===== config.mk =====
export PLATFORM = sky130hd
export DESIGN_NAME = dmem_bank
export DESIGN_NICKNAME = d
export VERILOG_FILES = /design/src/rtl/dmem_bank_pkg.sv /design/src/rtl/dmem_resp_pipe.sv /design/src/rtl/dmem_bank.sv
export SDC_FILE = /design/constraint.sdc
export NUM_CORES = 2
export LEC_CHECK = 0
export BUFFER_PORTS_ARGS = -buffer_cell sky130_fd_sc_hd__buf_2
export CORE_MARGIN = 3
export CORE_UTILIZATION = 46
export CTS_CLUSTER_SIZE = 16
export DETAILED_ROUTE_END_ITERATION = 12
export PLACE_DENSITY = 0.63
export SKIP_CTS_REPAIR_TIMING = 1
export SLEW_MARGIN = 20
export SYNTH_ARGS = -nofsm -noshare
export SYNTH_HDL_FRONTEND = slang
export SYNTH_SLANG_ARGS = --single-unit

===== constraint.sdc =====
create_clock -name clk -period 2 [get_ports clk]
set_clock_uncertainty 0.2 [all_clocks]
set_input_delay 0.2 -clock clk [delete_from_list [all_inputs] [get_ports clk]]
set_output_delay 0.2 -clock clk [all_outputs]
set_load 0.02 [all_outputs]

===== src/rtl/dmem_bank_pkg.sv =====
// Shared definitions for dmem_bank: latency bounds, byte-lane width and the
// clear-sweep state encodings (used only when MEM_CLEAR_EN is defined).
package dmem_bank_pkg;
  localparam int READ_LAT_MIN = 1;
  localparam int READ_LAT_MAX = 4;
  localparam int LANE_W       = 8;

  localparam logic [0:0] ST_CLEAR = 1'b0;
  localparam logic [0:0] ST_READY = 1'b1;

  function automatic int idx_width(input int depth);
    return (depth > 1) ? $clog2(depth) : 1;
  endfunction
endpackage


===== src/rtl/dmem_resp_pipe.sv =====
// Response latency pipeline: LAT-deep shift register of {valid, err, rdata},
// asynchronously cleared so reset drops anything in flight.
module dmem_resp_pipe #(
  parameter int W   = 18,
  parameter int LAT = 1
) (
  input  logic         clk,
  input  logic         rst_n,
  input  logic [W-1:0] d,
  output logic [W-1:0] q
);
  logic [W-1:0] stg [LAT];

  always_ff @(posedge clk or negedge rst_n) begin
    if (!rst_n) begin
      for (int i = 0; i < LAT; i++) stg[i] <= '0;
    end else begin
      stg[0] <= d;
      for (int i = 1; i < LAT; i++) stg[i] <= stg[i-1];
    end
  end

  assign q = stg[LAT-1];
endmodule


===== src/rtl/dmem_bank.sv =====
// Single-port data memory with valid/ready requests, byte-lane writes and a
// registered response pipeline. Define MEM_CLEAR_EN to zero the array after reset.
module dmem_bank
  import dmem_bank_pkg::*;
#(
  parameter int DATA_W   = 16,
  parameter int ADDR_W   = 16,
  parameter int DEPTH    = 256,
  parameter int READ_LAT = 1
) (
  input  logic                   clk,
  input  logic                   rst_n,
  input  logic                   req_valid,
  output logic                   req_ready,
  input  logic                   req_we,
  input  logic [ADDR_W-1:0]      req_addr,
  input  logic [DATA_W-1:0]      req_wdata,
  input  logic [DATA_W/8-1:0]    req_be,
  output logic                   resp_valid,
  output logic [DATA_W-1:0]      resp_rdata,
  output logic                   resp_err
);
  localparam int NB    = DATA_W / LANE_W;
  localparam int IDX_W = idx_width(DEPTH);

  if (READ_LAT < READ_LAT_MIN || READ_LAT > READ_LAT_MAX) begin : g_bad_lat
    $error("dmem_bank: READ_LAT out of range");
  end
  if (DATA_W % LANE_W != 0) begin : g_bad_width
    $error("dmem_bank: DATA_W must be a multiple of 8");
  end
  if (DEPTH > (2 ** ADDR_W)) begin : g_bad_depth
    $error("dmem_bank: DEPTH exceeds address space");
  end

  logic [DATA_W-1:0] mem [DEPTH];
  logic [IDX_W-1:0]  idx;
  logic              addr_err;
  logic              accept;
  logic              do_write;

  assign idx      = req_addr[IDX_W-1:0];
  // Widened compare so DEPTH == 2**ADDR_W never flags and addresses never wrap.
  assign addr_err = {1'b0, req_addr} >= (ADDR_W+1)'(DEPTH);
  assign accept   = req_valid & req_ready;
  assign do_write = accept & req_we & ~addr_err;

`ifdef MEM_CLEAR_EN
  logic [0:0]       state;
  logic [IDX_W-1:0] clr_cnt;

  always_ff @(posedge clk or negedge rst_n) begin
    if (!rst_n) begin
      state   <= ST_CLEAR;
      clr_cnt <= '0;
    end else if (state == ST_CLEAR) begin
      clr_cnt <= clr_cnt + 1'b1;
      if (clr_cnt == IDX_W'(DEPTH - 1)) state <= ST_READY;
    end
  end

  assign req_ready = (state == ST_READY);

  always_ff @(posedge clk) begin
    if (state == ST_CLEAR) begin
      mem[clr_cnt] <= '0;
    end else if (do_write) begin
      for (int i = 0; i < NB; i++)
        if (req_be[i]) mem[idx][i*LANE_W +: LANE_W] <= req_wdata[i*LANE_W +: LANE_W];
    end
  end
`else
  assign req_ready = 1'b1;

  always_ff @(posedge clk) begin
    if (do_write) begin
      for (int i = 0; i < NB; i++)
        if (req_be[i]) mem[idx][i*LANE_W +: LANE_W] <= req_wdata[i*LANE_W +: LANE_W];
    end
  end
`endif

  logic [DATA_W+1:0] pipe_d;
  logic [DATA_W+1:0] pipe_q;
  logic [DATA_W-1:0] rd_word;

  // Writes and errors return zero data; the array is only sampled for good reads.
  assign rd_word = (accept && !req_we && !addr_err) ? mem[idx] : '0;
  assign pipe_d  = {accept, accept & addr_err, rd_word};

  dmem_resp_pipe #(
    .W   (DATA_W + 2),
    .LAT (READ_LAT)
  ) u_resp_pipe (
    .clk   (clk),
    .rst_n (rst_n),
    .d     (pipe_d),
    .q     (pipe_q)
  );

  assign {resp_valid, resp_err, resp_rdata} = pipe_q;
endmodule


==> flow_summary.toml <==
[hold_path]
min_path_type = "in -> reg"
holdPathEnd = "mem[178][9]"
whs_path_depth = 2
min_from = "req_wdata[9]"

[drt]
drt_iter0_markers = 10400
drc = 0
drtAntennaViolNets = 0
finalWirelength_um = 438000
first_pass_iters = 5
routed_via_density = 6.06
wire_per_inst_um = 32.2
vias = 82500

[timing]
setup_viol = 931
slew-limit-headroom_pct = 32.0
finalCritPeriodShare_pct = 132
finalWorstSetupSlack_ns = -0.639
worst_slew_pin_slew_ns = 1.02
hold_ws_ns = 0.0318
hold_violations = 0
rsz0062_at_grt = "true"
fin_crit_ns = 2.64
max_clock_freq_mhz = 379
slew_viol_final = 0

[yosys]
avgSynthCellArea_sq_um = 21.3
postSynthCellCount = 7463
ys_types = 57
synth_ff_type = "edfxtp_1"
synth-compound-area-share_pct = 3.06
synthesis.area_sq_um = 159000
ys_seq_elements = 4114
synth_edf_count = 4096
yosysTopAreaCell = "edfxtp_1"
seq_area_frac_synth_pct = 77.8
synthSimpleGateAreaFrac_pct = 2.49
synth_mux_area_share_pct = 15.2
synth_top_family_by_area = "multiplexers"
synth.area.top_cells = "edfxtp_1 77%, mux4_2 13%, mux2i_1 2.0%"
ys_warn_count = 0
synth_adder_area_share_pct = 0
synthXorXnorAreaFrac_pct = 0
async_reset_ff_share_pct = 0.438
syn-num-nets = 7501
synthDominantCellAreaShare_pct = 77.5

[clock_network]
numCtsBuffers = 404
cts_tree = "done"
clk_pin_slew_ns = 0.06
htreeDepth = 5
clock_latency_ns = 0.97
clockBufferDepth = 4
root_buffer = "clkbuf_16"
numClockSinks = 4114

[worst_setup_path]
critPathMaxStageDelay_ns = 0.45
critPathCaptureType = "flop"
crit_path_start_kind = "input port"
crit_arrival_ns = 3.22
cpMostUsedCell = "buf_16"
required_ns = 2.58
worstSetupPathType = "in -> reg"
ff2ff_setup_slack_ns = -0.61
rr_startpoint = "mem[207][15]"
r2r-end = "u_resp_pipe.q[15]"
cp_cell_sequence = "buf_16 > buf_16 > buf_12 > buf_16 > nor2b_4 > buf_12 > buf_6 > a22oi_1 > a22oi_1 > o2111ai_4 > o31ai_4 > buf_6 > nand3_1"
rr_worst_depth = 6
crit_fanout = 16
crit_slowest_cell = "o31ai_4"

[layout]
layout.nets = 8751
drive_gt1_share_pct = 36.8
areaGrowthSynthToFinish_pct = 22.3
n_fill_cell = 25000
final_cell_mix = "4096 x edfxtp_1, 920 x mux4_2, 889 x buf_4, 424 x clkbuf_16, 318 x mux2i_1"
multiInputGateArea_sq_um = 36500
regArea_sq_um = 123000
final_common_cell = "edfxtp_1"

[job]
cap_violations = 0

[status]
status = "finished with violations"
violations = "negative setup slack"

[floorplan]
dieArea_sq_um = 352000
core_area_sq_um = 343000
start_util_pct = 46.2
row_count = 215
die_w_um = 593
io_pins = 57
die_h_um = 593

[power_and_ir_drop]
power_density_nw_per_um2 = 937
leakage_uw = 0.0625
peakVddDrop_mv = 0.735

[global_route]
overflow = 0
grt_usage_pct = 24.3
grt_first_pass_wirelength_um = 620000
antenna_found_initial = 20
first_global_vias = 83200
grt_max_degree = 85

[placed_design]
preCtsSetupSlack_ns = -2.27
io_buffers = 55
place_congestion = 0.896
hpwl_um = 288000
worst max-delay path: cells and delay by family:
family / cells / cell delay (ns)
AO/OA/AOI/OAI: 4 / 1.17
buffers and inverters: 7 / 1.36
AND/OR/NAND/NOR: 2 / 0.37
flip-flops by register name, indices dropped and copies added, names as in the netlist:
register	flops
u_resp_pipe.q	18
mem	4096
cell families after synthesis:
group,after synthesis
multiplexers,1257
AO/OA/AOI/OAI,652
flip-flops,4114
AND/OR/NAND/NOR,922
other,1
buffers and inverters,517
Yosys cell counts, types with 13 or more instances:
cell	n
nand3_1	164
nor2_1	535
o211ai_1	48
buf_1	47
buf_2	160
a21oi_1	148
and3_1	13
clkbuf_1	231
dfrtp_1	18
buf_6	13
inv_1	31
o2111ai_1	34
mux2_2	13
o22ai_1	19
a32oi_1	32
a22oi_1	184
mux4_2	920
mux2i_1	324
buf_4	32
o31ai_1	15
nand2_1	134
a221oi_2	14
edfxtp_1	4096
o221ai_1	54
a2111oi_0	14
a22o_1	42
o21a_1	15
stage by stage:
step	util [%]	instance area (sq um)	TNS (ns)	cells	power, uW
after global routing	56.5	194000	-67.20	13600	187000
after global placement	51.8	178000	-4067.99	12800	105000
after detailed placement	51.8	178000	-4120.16	12800	106000
final	56.5	194000	-51.62	13600	182000
after floorplan	-	162000	-1540.28	7463	101000
after CTS	55.8	192000	-192.11	13500	182000
area by class of cell:
| class | instances | share of cell area [%] |
|---|---|---|
| well taps | 4557 | 2.94 |
| clock inverters | 280 | 1.59 |
| multi-input cells | 2832 | 18.8 |
| repair buffers | 1328 | 7.58 |
| flip-flops and latches | 4114 | 63.6 |
| clock buffers | 472 | 5.41 |
| diodes | 4 | 0.00516 |
| inverters | 33 | 0.0677 |
worst max-delay path by stage:
stage	from	endpoint	slack [ns]	cells past startpoint
2_1_floorplan	req_addr[1]	u_resp_pipe.q[15]	-0.64	8
4_1_cts	req_addr[0]	u_resp_pipe.q[15]	-1.27	13
3_5_place_dp	req_addr[0]	u_resp_pipe.q[15]	-2.27	12
5_1_grt	mem[211][0]	u_resp_pipe.q[0]	-0.71	8
3_3_place_gp	req_addr[0]	u_resp_pipe.q[8]	-2.32	13
6_report	req_addr[0]	u_resp_pipe.q[15]	-0.64	13
report_power, final:
part | internal, uW | switching (uW) | leakage [uW]
Sequential | 94700 | 1.30 | 0.0370
Clock | 44900 | 32800 | 0.00659
Combinational | 3810 | 5640 | 0.0188
Total | 143000 | 38400 | 0.0625
layer usage:
layer	wire, um	up-vias	share of wire (%)	track usage [%]
met5	0	-	0	0
met4	13600	0	3.1	7.46
met3	40500	648	9.2	4.18
met2	213000	4142	49	39.2
met1	170000	43900	39	34.3
li1	-	33900	-	-
No activity file was read; power rests on OpenSTA's default activity.
